<file path="config.mk">
export PLATFORM = sky130hd
export DESIGN_NAME = store_align_buffer
export DESIGN_NICKNAME = d
export VERILOG_FILES = /design/src/rtl/mips_mem_pkg.sv /design/src/rtl/store_fifo.sv /design/src/rtl/store_align_buffer.sv
export SDC_FILE = /design/constraint.sdc
export NUM_CORES = 1
export LEC_CHECK = 0
export BUFFER_PORTS_ARGS = -buffer_cell sky130_fd_sc_hd__buf_2
export CORE_MARGIN = 8
export CORE_UTILIZATION = 53
export CTS_CLUSTER_SIZE = 12
export DETAILED_ROUTE_END_ITERATION = 7
export PLACE_DENSITY = 0.76
export SLEW_MARGIN = 20
export SYNTH_ARGS = -nofsm -noshare
export SYNTH_HDL_FRONTEND = slang
export SYNTH_SLANG_ARGS = --single-unit
</file>
<file path="constraint.sdc">
create_clock -name clk -period 4.9 [get_ports clk]
set_input_delay 0.49 -clock clk [delete_from_list [all_inputs] [get_ports clk]]
set_output_delay 0.49 -clock clk [all_outputs]
set_load 0.02 [all_outputs]
</file>
<file path="src/rtl/mips_mem_pkg.sv">
// Shared MIPS data-memory types: access sizes, store entries and the lane
// decoder used by both the store aligner and the load extractor.
package mips_mem_pkg;

  localparam int MEM_ADDR_W = 32;

  typedef enum logic [1:0] {SZ_BYTE, SZ_HALF, SZ_WORD, SZ_RSVD} mem_size_t;

  typedef struct packed {
    logic [MEM_ADDR_W-1:0] addr;
    logic [31:0]           wdata;
    logic [3:0]            be;
  } store_entry_t;

  typedef struct packed {
    logic         legal;
    store_entry_t entry;
  } store_align_t;

  // Replicate the narrow datum across every lane so the byte enables alone
  // select the target bytes; memory never needs a shifter.
  function automatic store_align_t align_store(input logic [MEM_ADDR_W-1:0] addr,
                                               input logic [31:0]           wdata,
                                               input mem_size_t             size);
    store_align_t r;
    r.legal       = 1'b0;
    r.entry.addr  = {addr[MEM_ADDR_W-1:2], 2'b00};
    r.entry.wdata = wdata;
    r.entry.be    = 4'b0000;
    case (size)
      SZ_BYTE: begin
        r.legal       = 1'b1;
        r.entry.wdata = {4{wdata[7:0]}};
        r.entry.be    = 4'b0001 << addr[1:0];
      end
      SZ_HALF: begin
        r.legal       = ~addr[0];
        r.entry.wdata = {2{wdata[15:0]}};
        r.entry.be    = addr[1] ? 4'b1100 : 4'b0011;
      end
      SZ_WORD: begin
        r.legal    = (addr[1:0] == 2'b00);
        r.entry.be = 4'b1111;
      end
      default: r.legal = 1'b0;
    endcase
    return r;
  endfunction

endpackage

</file>
<file path="src/rtl/store_fifo.sv">
// Generic synchronous FIFO, power-of-two depth, pointers wrap naturally.
module store_fifo #(
  parameter int  DEPTH = 2,
  parameter type T     = logic [7:0],
  localparam int PTR_W = $clog2(DEPTH),
  localparam int CNT_W = $clog2(DEPTH + 1)
) (
  input  logic             clk,
  input  logic             rst,
  input  logic             push,
  input  logic             pop,
  input  T                 din,
  output T                 dout,
  output logic             full,
  output logic             empty,
  output logic [CNT_W-1:0] count
);

  T                 mem_q [DEPTH];
  T                 mem_d [DEPTH];
  logic [PTR_W-1:0] wr_ptr_q, wr_ptr_d, rd_ptr_q, rd_ptr_d;
  logic [CNT_W-1:0] count_q, count_d;
  logic             do_push, do_pop;

  assign full    = (count_q == CNT_W'(DEPTH));
  assign empty   = (count_q == '0);
  assign count   = count_q;
  assign dout    = mem_q[rd_ptr_q];
  assign do_push = push && !full;
  assign do_pop  = pop && !empty;

  always_comb begin
    mem_d    = mem_q;
    wr_ptr_d = wr_ptr_q;
    rd_ptr_d = rd_ptr_q;
    count_d  = count_q;
    if (do_push) begin
      mem_d[wr_ptr_q] = din;
      wr_ptr_d        = wr_ptr_q + 1'b1;
    end
    if (do_pop) rd_ptr_d = rd_ptr_q + 1'b1;
    if (do_push && !do_pop)      count_d = count_q + 1'b1;
    else if (do_pop && !do_push) count_d = count_q - 1'b1;
  end

  always_ff @(posedge clk or posedge rst) begin
    if (rst) begin
      wr_ptr_q <= '0;
      rd_ptr_q <= '0;
      count_q  <= '0;
    end else begin
      wr_ptr_q <= wr_ptr_d;
      rd_ptr_q <= rd_ptr_d;
      count_q  <= count_d;
    end
  end

  // Storage is only observed through a non-zero count, so it needs no reset.
  always_ff @(posedge clk) mem_q <= mem_d;

endmodule

</file>
<file path="src/rtl/store_align_buffer.sv">
// Store path between MEM stage and data memory: lane alignment, misalignment
// trap, and an in-order store buffer drained over valid/ready.
module store_align_buffer
  import mips_mem_pkg::*;
#(
  parameter int DEPTH  = 2,
  parameter int ADDR_W = 32
) (
  input  logic              clk,
  input  logic              rst,
  input  logic              req_valid,
  output logic              req_ready,
  input  logic [ADDR_W-1:0] req_addr,
  input  logic [31:0]       req_wdata,
  input  logic [1:0]        req_size,
  output logic              mem_valid,
  input  logic              mem_ready,
  output logic [ADDR_W-1:0] mem_addr,
  output logic [31:0]       mem_wdata,
  output logic [3:0]        mem_be,
  output logic              misalign_err,
  output logic [ADDR_W-1:0] err_addr,
  output logic              empty
);

  localparam int CNT_W = $clog2(DEPTH + 1);

  store_align_t     aligned;
  store_entry_t     head;
  logic             fifo_full, fifo_empty, accept, push, pop;
  logic [CNT_W-1:0] fifo_count;
  logic             misalign_err_q, misalign_err_d;
  logic [ADDR_W-1:0] err_addr_q, err_addr_d;

  assign aligned = align_store(MEM_ADDR_W'(req_addr), req_wdata, mem_size_t'(req_size));

  // Ready depends only on buffer occupancy, never on mem_ready.
  assign req_ready = !fifo_full;
  assign accept    = req_valid && req_ready;
  assign push      = accept && aligned.legal;
  assign mem_valid = (fifo_count != '0);
  assign pop       = mem_valid && mem_ready;
  assign empty     = fifo_empty;

  store_fifo #(.DEPTH(DEPTH), .T(store_entry_t)) u_fifo (
    .clk   (clk),
    .rst   (rst),
    .push  (push),
    .pop   (pop),
    .din   (aligned.entry),
    .dout  (head),
    .full  (fifo_full),
    .empty (fifo_empty),
    .count (fifo_count)
  );

  // Zero the bus when idle so no stale entry is ever visible after a drain or reset.
  assign mem_addr  = mem_valid ? ADDR_W'(head.addr) : '0;
  assign mem_wdata = mem_valid ? head.wdata : '0;
  assign mem_be    = mem_valid ? head.be : '0;

  always_comb begin
    misalign_err_d = accept && !aligned.legal;
    err_addr_d     = err_addr_q;
    if (accept && !aligned.legal) err_addr_d = req_addr;
  end

  always_ff @(posedge clk or posedge rst) begin
    if (rst) begin
      misalign_err_q <= 1'b0;
      err_addr_q     <= '0;
    end else begin
      misalign_err_q <= misalign_err_d;
      err_addr_q     <= err_addr_d;
    end
  end

  assign misalign_err = misalign_err_q;
  assign err_addr     = err_addr_q;

endmodule
</file>
* Word-level counts from Yosys, hierarchy flattened
Index checks and enable logic that the tools add are counted.
** Storage, ports and cells
- Bits in registers :: 173
- Bits in latches :: 0
- Memory bits (writable) :: 0
- Memory bits (read-only) :: 0
- Input port bits :: 70
- Word-level logic and storage cells :: 59
- Memories kept :: 0
** Cells by class
- Add/sub/neg operators :: 4
- $mul :: 0
- Divide/modulo/power cells :: 0
- Magnitude comparators :: 3
- Equal/unequal tests :: 3
- Shift-type cells :: 1
- Muxes and demuxes :: 15
- Bitwise operators :: 3
- Reduce and logical (&&, ||, !) cells :: 19
** Operators by type and width (number)
- 68-bit two-way mux :: 4
- 136-bit bitwise mux :: 1
- 68-bit demux with 1-bit select :: 1
- 32-bit two-way mux :: 2
- 32-bit case mux with 2 select lines :: 1
- 4-bit case mux with 3 select lines :: 1
- 1-bit logical AND :: 9
- 4-bit two-way mux :: 2
- 2-bit zero test :: 3
- 1-bit zero test :: 5
- 2-bit == test, second input constant :: 2
- 2-bit greater-or-equal comparator, second input constant :: 2
- 2-bit two-way mux :: 2
- 1-bit NOT with 2-bit output :: 2
- 2-bit nonzero test :: 2
- 1-bit by 2-bit left shift with 4-bit output, first input constant :: 1
- 1-bit case mux with 3 select lines :: 1
- 1-bit adder, second input constant :: 2
- 2-bit by 1-bit adder with 2-bit output, second input constant :: 1
- 2-bit by 1-bit == test with 1-bit output, second input constant :: 1
- 2-bit by 1-bit < comparator with 1-bit output, second input constant :: 1
- 2-bit by 1-bit subtractor with 2-bit output, second input constant :: 1
- 1-bit NOT :: 1

* Longest topological paths before layout
Gate-level depths: netlist of the first run.
- Word-level depth :: 9
- Gate-level depth with buffers :: 8

* Cells and area by module
From an unflattened synthesis of the first run, not the netlist that was laid out.
** Second synthesis, totals
- Cells, all modules :: 450
- Area total of the unflattened synthesis :: 7368.3 µm²
** By module, submodules not included
- store_fifo :: instances 1, cells each 232, area an instance 5149.9 µm², seq. area each 4184.0 µm²
- store_align_buffer :: instances 1, cells each 218, area an instance 2218.4 µm², seq. area each 825.8 µm²

* Worst setup path before layout of the first run
OpenSTA, ideal clock, no wires.
- Path type :: input port to flip-flop
- Start :: input req_size[0]
- End :: register u_fifo.mem_q[0] in the netlist's numbering (enable)
- Arrival :: 3.725 ns
- Required time :: 4.409 ns
- Path slack :: 0.685 ns
- Cell stages on the path :: 4
- Buffers on the path :: 1
- Path through :: buf_6 -> a21oi_1 -> o211ai_1 -> nor2_1
** Between the ends
- Longest elaborated chain between the ends :: 4
** Ends and longest elaborated chain
- from (decl) :: line store_align_buffer.sv:15 : input logic [1:0] req_size,
- 2-bit == test (tied with other cells) :: line mips_mem_pkg.sv:30 : case (size)
- 1-bit case mux with 3 select lines * :: line mips_mem_pkg.sv:30
- 1-bit logical AND * :: line store_align_buffer.sv:40 : assign push = accept && aligned.legal;
- 1-bit logical AND * :: line store_fifo.sv:29 : assign do_push = push && !full;
- to (signal assigned) :: line store_fifo.sv:59 : always_ff @(posedge clk) mem_q <= mem_d;
- to (decl) :: line store_fifo.sv:19 : T mem_q [DEPTH];
Mark *: on every way between the ends. The rest lies on a longest branch, timed or not.
A chain may end at the register's enable or synchronous reset.

* Final worst setup path of the first run
- Start :: register u_fifo.count_q[0], in the netlist u_fifo.count[0]
- End :: output mem_wdata[12]
** Between the ends
- Longest elaborated chain between the ends :: 2
** Ends and longest elaborated chain
- from (decl) :: line store_fifo.sv:22 : logic [CNT_W-1:0] count_q, count_d;
- from (signal assigned) :: line store_fifo.sv:54 : count_q <= count_d;
- 2-bit nonzero test :: line store_align_buffer.sv:41 : assign mem_valid = (fifo_count != '0);
- 32-bit two-way mux :: line store_align_buffer.sv:59 : assign mem_wdata = mem_valid ? head.wdata : '0;
- to (decl) :: line store_align_buffer.sv:19 : output logic [31:0] mem_wdata,
Every way passes these cells.

==> results of run 1 <==
## synth_stat cells (2+ instances only)
master / n
o21ai_0: 10
dfrtp_1: 37
buf_8: 3
a21oi_1: 5
nand2b_1: 2
mux2i_1: 76
xnor2_1: 3
mux2_2: 19
buf_4: 4
xor2_1: 2
buf_2: 12
clkbuf_1: 7
nand2_1: 9
edfxtp_1: 132
inv_1: 6
mux2_4: 29
nor2_1: 70
## how the worst min path moves through the flow
stage	start	endpoint	slack, ns
floorplan	u_fifo.count[1]$_DFFE_PP0P_	u_fifo.count[1]$_DFFE_PP0P_	0.46
global placement	u_fifo.count[1]$_DFFE_PP0P_	u_fifo.count[1]$_DFFE_PP0P_	0.47
detailed placement	u_fifo.count[1]$_DFFE_PP0P_	u_fifo.count[1]$_DFFE_PP0P_	0.48
CTS	rst	err_addr[21]$_DFFE_PP0P_	0.19
global route	rst	err_addr[21]$_DFFE_PP0P_	0.22
finish	rst	err_addr[21]$_DFFE_PP0P_	0.18
## metal layers
| layer | routed length, um | share of wire | up-vias |
|---|---|---|---|
| met4 | 225 | 0.015 | 2 |
| met3 | 1280 | 0.085 | 22 |
| met1 | 6210 | 0.41 | 1997 |
| met2 | 7400 | 0.49 | 153 |
| li1 | - | - | 1920 |
| met5 | 11 | 0.00073 | - |
## per-stage QoR
step	total power, mW	cells	hold WS [ns]
after floorplan	3.44	436	0.456
after global placement	4.06	762	0.473
after detailed placement	4.11	762	0.479
after CTS	5.51	794	0.193
after global routing	5.72	795	0.222
final	5.46	795	0.176
## critical path: stages, from the launching register on
cell and delay (ns):
dfrtp_1 0.40, or2_2 0.16, clkinv_2 0.70, nor2_1 0.40, buf_2 0.22
## flip-flops by register name, summed over array words and instances (netlist names)
register and count:
err_addr 32, misalign_err 1, u_fifo.rd_ptr_q 1, u_fifo.wr_ptr_q 1, u_fifo.mem_q 132, u_fifo.count 2
## power by group through the flow
stage / registers (mW) / clock network [mW] / logic (mW)
global route: 2.07 / 1.46 / 2.19
CTS: 2.11 / 1.40 / 2.00
detailed placement: 2.13 / 0 / 1.99
floorplan: 2.15 / 0 / 1.30
finish: 2.04 / 1.38 / 2.04
global placement: 2.12 / 0 / 1.95
## logic make-up (layout without fill, tap and decap cells)
group	after synthesis	count (layout)	synth area share
DFF	169	169	0.699
muxes	124	124	0.202
and+or+nand+nor	84	84	0.0467
buffers and inverters	33	216	0.0279
AOI/OAI and AO/OA	18	18	0.0166
xor gates and xnor gates	5	5	0.00626
adders and majority gates	1	1	0.00179
other	1	2	0.000536
## area by class of cell
cell class | count | area [um2] | share of cell area
inverters | 6 | 23.8 | 0.00276
well taps | 176 | 220 | 0.0256
multi-input cells | 234 | 1930 | 0.224
repair buffers | 178 | 928 | 0.108
flip-flops and latches | 169 | 4890 | 0.568
clock inverters | 11 | 171 | 0.0199
clock buffers | 21 | 440 | 0.0512
==> results.yml, run 1 <==
synth:
  synth_top_flop_cell: "edfxtp_1"
  ys_seq_area_frac: 0.699
  synth_area_leaders: "edfxtp_1 57%, dfrtp_1 13%, mux2i_1 11%"
  syn_inst: 435
  yosysUniqueCellTypes: 26
  yosysTopAreaCellShare: 0.566
  synth_edf_count: 132
  async_flop_share: 0.219
  ys_ff_latch: 169
  yosysTopAreaCell: "edfxtp_1"
  avgSynthCellArea_um2: 16.1
  yosys_warnings: 0
  netlist_area_um2: 7000
power:
  p_int_mw: 3.49
  p_switching_mw: 1.97
  clock_power_share: 0.253
  p_seq_frac: 0.374
  power_switching_share: 0.361
  p_leak_nw: 3.74
  pwr-share-comb: 0.373
  vdd_drop_max_v: 0.000385
  powerDensity_nw_per_um2: 634
timing:
  fin_ws_ns: 2.09
  finalHoldViolCount: 0
  period_share: 0.574
  final.setup.tns_ns: 0
  worst_pin_slew_ns: 0.912
  clock_skew_ns: 0.00635
  drv_slew: 0
  fin_crit_ns: 2.81
  rsz0062_at_grt: "false"
  max_slew_margin: 0.391
  fmax_mhz: 356
  setup_violations: 0
placed_design:
  globalplace.congestion: 0.745
  place_area_um2: 7970
  hpwl_mm: 10.3
  place_ws_ns: 2.06
  io_buffers: 171
routing:
  wl_mm: 15.1
  drtIter0Drc: 263
  drc: 0
  viasPerCell: 5.15
  routedWlPerCell_um: 19.0
  ant_nets: 0
  vias: 4094
  drt-pass1-iter-count: 4
setup_path:
  critPathMaxFanout: 67
  r2r-start: "u_fifo.count[0]$_DFFE_PP0P_"
  ff2ff_path_depth: 4
  cp.arrival_ns: 2.32
  rr_endpoint: "u_fifo.mem_q[114]$_DFFE_PP_"
  crit_type: "flop to output port"
  rrSetupSlack_ns: 2.49
  start_kind: "flop"
  worstSetupStartpoint: "u_fifo.count[0]$_DFFE_PP0P_"
  required_ns: 4.41
  crit_path_end: "mem_wdata[12]"
  cp-end-kind: "output port"
global_route:
  use_met1: 0.216
  grt_max_degree: 68
  first_global_vias: 4505
  antenna_found_initial: 1
  overflow: 0
  grt-busiest-layer: "met2"
  met3_usage: 0.0686
  grt_pass1_wl_mm: 23.3
  grtUsageTotal: 0.183
  use_met2: 0.301
finish:
  layout-drive-gt1-share: 0.420
  synthToLayoutAreaGrowth_pct: 23.0
  fin_nets: 677
  final_cell_area_um2: 8610
  final_core_util: 0.658
  fillers: 934
  final_cell_mix: "171 x buf_2, 132 x edfxtp_1, 76 x mux2i_1"
  layout_commonest_cell: "buf_2"
  diodes: 0
cts:
  cts_setup_buffers: 0
  clk_path_buf_depth: 2
  worstSkewPairLatency_ns: 0.42
  ctsHtreeMaxLevel: 4
  hold_buffers: 0
  path_clk_slew_ns: 0.06
  cts_resized: 0
  cts_tree: "done"
  cts_sinks: 169
  root_buffer: "clkbuf_16"
  cts_buffers: 17
floorplanning:
  io_pins: 174
  dieArea_um2: 17100
  die_h_um: 131
  die_w_um: 131
  start_util: 0.535
  core-area_um2: 13100
  rows: 42
min_path:
  holdCritPathClass: "primary input to asynchronous set/reset pin"
job:
  drv_cap: 0
outcome:
  outcome: "finished, final reports clean"
(Power assumes the default switching activity.)
==> run 2: changes to the inputs <==
--- a/config.mk
+++ b/config.mk
@@ -7,10 +7,10 @@
 export LEC_CHECK = 0
 export BUFFER_PORTS_ARGS = -buffer_cell sky130_fd_sc_hd__buf_2
 export CORE_MARGIN = 8
-export CORE_UTILIZATION = 53
+export CORE_UTILIZATION = 48
 export CTS_CLUSTER_SIZE = 12
 export DETAILED_ROUTE_END_ITERATION = 7
-export PLACE_DENSITY = 0.76
+export PLACE_DENSITY = 0.73
 export SLEW_MARGIN = 20
 export SYNTH_ARGS = -nofsm -noshare
 export SYNTH_HDL_FRONTEND = slang
==> constraint.sdc (replaced) <==
create_clock -name clk -period 2.5 [get_ports clk]
set_input_delay 0.25 -clock clk [delete_from_list [all_inputs] [get_ports clk]]
set_output_delay 0.25 -clock clk [all_outputs]
set_load 0.02 [all_outputs]
==> results.yml, run 2 (synthesis results as in run 1) <==
outcome:
  outcome: "finished, final reports clean"
finish:
  top_register: "u_fifo.mem_q"
  fin_cells: 810
  synthToLayoutAreaGrowth_pct: 24.0
  fillers: 1096
  layout-drive-gt1-share: 0.422
  layout_commonest_cell: "buf_2"
  largest_reg_flops: 132
  diodes: 0
  final_cell_mix: "171 x buf_2, 132 x edfxtp_1, 76 x mux2i_1"
  fin_nets: 684
  final_core_util: 0.604
  final_cell_area_um2: 8680
  multi_input_area_um2: 1930
  seq_area_um2: 4890
routing:
  drt-pass1-iter-count: 5
  ant_nets: 0
  drtIter0Drc: 181
  routedWlPerCell_um: 18.8
  drc: 0
  viasPerCell: 5.10
  wl_mm: 15.2
  vias: 4131
floorplanning:
  die_w_um: 137
  rows: 44
  io_pins: 174
  core-area_um2: 14400
  start_util: 0.487
  dieArea_um2: 18700
  die_h_um: 137
power:
  p_leak_nw: 3.78
  powerDensity_nw_per_um2: 1230
  p_total_mw: 10.7
  vdd_drop_max_v: 0.000799
setup_path:
  cp-end-kind: "output port"
  start_kind: "flop"
  crit_type: "flop to output port"
  required_ns: 2.25
  critPathMaxFanout: 25
  cp.arrival_ns: 1.97
timing:
  max_slew_margin: 0.603
  fin_crit_ns: 2.22
  drv_slew: 0
  period_share: 0.888
  rsz0062_at_grt: "false"
  finalHoldViolCount: 0
  setup_violations: 0
  worst_pin_slew_ns: 0.593
  fin_hold_ws_ns: 0.0314
  fmax_mhz: 450
  fin_ws_ns: 0.279
  clock_skew_ns: 0.00780
  final.setup.tns_ns: 0
cts:
  ctsHtreeMaxLevel: 4
  cts_buffers: 17
  cts_tree: "done"
  root_buffer: "clkbuf_16"
  worstSkewPairLatency_ns: 0.42
  path_clk_slew_ns: 0.07
  cts_sinks: 169
  cts_setup_buffers: 0
  clk_path_buf_depth: 2
  cts_resized: 0
global_route:
  use_met1: 0.193
  use_met2: 0.265
  antenna_found_initial: 0
  grt_pass1_wl_mm: 23.2
  grtUsageTotal: 0.164
  met3_usage: 0.0672
  overflow: 0
  grt-busiest-layer: "met2"
  grt_max_degree: 68
  first_global_vias: 4491
job:
  drv_cap: 0
placed_design:
  place_ws_ns: 0.622
  hpwl_mm: 10.5
  dp_cells: 777
  place_area_um2: 8090
  globalplace.congestion: 0.747
  io_buffers: 171
min_path:
  holdCritPathClass: "primary input to flop"
## run 2: changes by cell type in the layout (fill, tap and decap cells not counted)
cell,delta
buf_12,+5
buf_16,-1
buf_4,+2
bufinv_16,-1
clkbuf_1,+2
clkinv_2,+1
clkinv_4,-1
clkinvlp_4,-1
dlygate4sd3_1,+1
inv_2,+1
inv_6,-1
## run 2: final timing paths
kind	slack, ns	from	end	cells after the start
worst max-delay path	0.28	u_fifo.rd_ptr_q$_DFFE_PP0P_	mem_wdata[27]	4
worst min-delay path	0.03	req_addr[9]	u_fifo.mem_q[113]$_DFFE_PP_	1
worst max register to register	0.75	u_fifo.count[0]$_DFFE_PP0P_	u_fifo.count[1]$_DFFE_PP0P_	7
worst min register to register	0.50	u_fifo.count[1]$_DFFE_PP0P_	u_fifo.count[1]$_DFFE_PP0P_	1
max in group asynchronous	1.63	rst	u_fifo.rd_ptr_q$_DFFE_PP0P_	4
min in group asynchronous	0.49	rst	err_addr[24]$_DFFE_PP0P_	4
## run 2: repair_timing
| item | CTS | global route |
|---|---|---|
| endpoints found under the hold margin | 37 | 0 |
| hold buffers | 1 | 0 |
| setup endpoints to repair | 0 | 0 |
## run 2: worst max-delay path: stages (launching register included)
cell and delay, ns:
dfrtp_4 0.73, buf_4 0.33, mux2i_1 0.25, nor2_1 0.06, buf_2 0.17
## run 2: report_power, final
part	switching [mW]	internal (mW)	leakage (nW)
clock network	1.01	1.57	0.279
registers	0.333	3.63	1.64
logic	2.52	1.60	1.86
## run 2: area by class of cell
class	count	share of cell area
flip-flops and latches	169	0.564
multi-input cells	234	0.223
repair buffers	185	0.118
clock buffers	23	0.0516
well taps	184	0.0265
clock inverters	9	0.0146
inverters	6	0.00260
## run 2: metal layers
metal  up-vias  share of wire
met5         -              0
met4         0          0.014
met3        14          0.099
met2       149           0.48
met1      2031           0.41
li1       1937              -
==> run 3: changes to the inputs <==
--- a/config.mk
+++ b/config.mk
@@ -10,8 +10,8 @@
 export CORE_UTILIZATION = 48
 export CTS_CLUSTER_SIZE = 12
 export DETAILED_ROUTE_END_ITERATION = 7
-export PLACE_DENSITY = 0.73
-export SLEW_MARGIN = 20
+export PLACE_DENSITY_LB_ADDON = 0.25
+export SLEW_MARGIN = 40
 export SYNTH_ARGS = -nofsm -noshare
 export SYNTH_HDL_FRONTEND = slang
 export SYNTH_SLANG_ARGS = --single-unit
==> results.yml, run 3 (synthesis results as in run 1) <==
routing:
  wl_mm: 14.9
  routedWlPerCell_um: 18.5
  drt-pass1-iter-count: 5
  vias: 4062
  ant_nets: 0
  drc: 0
  drtIter0Drc: 186
  viasPerCell: 5.04
setup_path:
  worstSetupStartpoint: "u_fifo.count[0]$_DFFE_PP0P_"
  crit_path_end: "mem_wdata[17]"
  rr_endpoint: "u_fifo.mem_q[126]$_DFFE_PP_"
  ff2ff_path_depth: 4
  required_ns: 2.25
  cp-end-kind: "output port"
  critPathMaxFanout: 67
  start_kind: "flop"
  crit_type: "flop to output port"
  rrSetupSlack_ns: 0.68
  r2r-start: "u_fifo.count[0]$_DFFE_PP0P_"
  cp.arrival_ns: 1.84
cts:
  clk_path_buf_depth: 2
  ctsHtreeMaxLevel: 4
  cts_resized: 0
  cts_sinks: 169
  cts_tree: "done"
  worstSkewPairLatency_ns: 0.42
  cts_buffers: 17
  cts_setup_buffers: 0
  path_clk_slew_ns: 0.06
  hold_buffers: 1
  root_buffer: "clkbuf_16"
finish:
  final_cell_mix: "171 x buf_2, 132 x edfxtp_1, 76 x mux2i_1"
  top_register: "u_fifo.mem_q"
  layout_commonest_cell: "buf_2"
  largest_reg_flops: 132
  layout-drive-gt1-share: 0.421
  synthToLayoutAreaGrowth_pct: 24.2
  final_cell_area_um2: 8690
  diodes: 0
  fin_nets: 681
  fin_cells: 806
floorplanning:
  dieArea_um2: 18700
  die_w_um: 137
  io_pins: 174
  rows: 44
  core-area_um2: 14400
  die_h_um: 137
  start_util: 0.487
timing:
  period_share: 0.835
  drv_slew: 0
  max_slew_margin: 0.588
  finalHoldViolCount: 0
  rsz0062_at_grt: "false"
  clock_skew_ns: 0.00530
  fin_hold_ws_ns: 0.0289
  fin_crit_ns: 2.09
  setup_violations: 0
  fmax_mhz: 479
  worst_pin_slew_ns: 0.615
power:
  p_total_mw: 10.7
  vdd_drop_max_v: 0.000605
  power_switching_share: 0.358
  p_int_mw: 6.88
  clock_power_share: 0.246
  p_switching_mw: 3.83
  p_seq_frac: 0.361
  p_leak_nw: 3.77
  powerDensity_nw_per_um2: 1230
  pwr-share-comb: 0.393
global_route:
  grtUsageTotal: 0.163
  grt_max_degree: 68
  overflow: 0
  grt_pass1_wl_mm: 22.9
  antenna_found_initial: 0
  first_global_vias: 4403
placed_design:
  place_area_um2: 8080
  hpwl_mm: 9.96
  globalplace.congestion: 0.755
  dp_cells: 774
  io_buffers: 171
job:
  drv_cap: 0
outcome:
  outcome: "finished, final reports clean"
min_path:
  holdCritPathClass: "primary input to flop"
run 3: cell count changes in the layout (fill, tap and decap cells not counted):
cell / previous run / this run
clkinvlp_4: 1 / 3
clkinv_4: 1 / 0
buf_4: 8 / 4
clkinv_2: 4 / 1
clkbuf_1: 6 / 4
clkbuf_8: 0 / 3
buf_12: 5 / 6
run 3: cell type report:
type / instances / area, um2
fill: 1116 / 5680
tap: 184 / 230
clock buffer: 24 / 482
inverter: 6 / 22.5
sequential: 169 / 4890
timing repair buffer: 182 / 1020
multi-input combinational: 234 / 1930
clock inverter: 7 / 118
run 3: critical path, cell delays in order (launching register included):
cell and delay, ns:
dfrtp_1 0.41, or2_2 0.34, inv_2 0.08, buf_12 0.28, nor2_1 0.12, buf_2 0.17
run 3: worst min-delay path by stage:
stage	endpoint	startpoint	slack, ns	cells past startpoint
6_report	u_fifo.mem_q[43]$_DFFE_PP_	req_addr[7]	0.03	1
3_5_place_dp	err_addr[23]$_DFFE_PP0P_	rst	0.39	3
2_1_floorplan	u_fifo.mem_q[106]$_DFFE_PP_	req_addr[2]	0.35	0
4_1_cts	u_fifo.mem_q[122]$_DFFE_PP_	req_addr[18]	0.009	1
3_3_place_gp	err_addr[23]$_DFFE_PP0P_	rst	0.38	3
5_1_grt	u_fifo.mem_q[43]$_DFFE_PP_	req_addr[7]	0.008	1
run 3: power by group through the flow:
| stage | logic [mW] | registers, mW | clock network, mW |
|---|---|---|---|
| 2_1_floorplan | 2.54 | 4.19 | 0 |
| 3_3_place_gp | 4.24 | 3.89 | 0 |
| 3_5_place_dp | 4.27 | 3.90 | 0 |
| 4_1_cts | 4.30 | 3.86 | 2.68 |
| 5_1_grt | 4.53 | 3.92 | 2.79 |
| 6_report | 4.21 | 3.86 | 2.64 |
run 3: metal layers:
layer | wire length (um) | part of all wire | GRT usage
met4 | 201 | 0.013 | 0.0622
met1 | 6240 | 0.42 | 0.194
met5 | 0 | 0 | 0
met3 | 1410 | 0.095 | 0.0661
met2 | 7050 | 0.47 | 0.262
run 3: stage by stage:
| step | setup WS, ns | util | TNS (ns) |
|---|---|---|---|
| final | 0.412 | 0.605 | 0 |
| after global routing | 0.317 | 0.605 | 0 |
| after CTS | 0.370 | 0.605 | 0 |
| after detailed placement | 0.585 | 0.563 | 0 |
| after global placement | 0.638 | 0.563 | 0 |
| after floorplan | -0.632 | - | -83.36 |
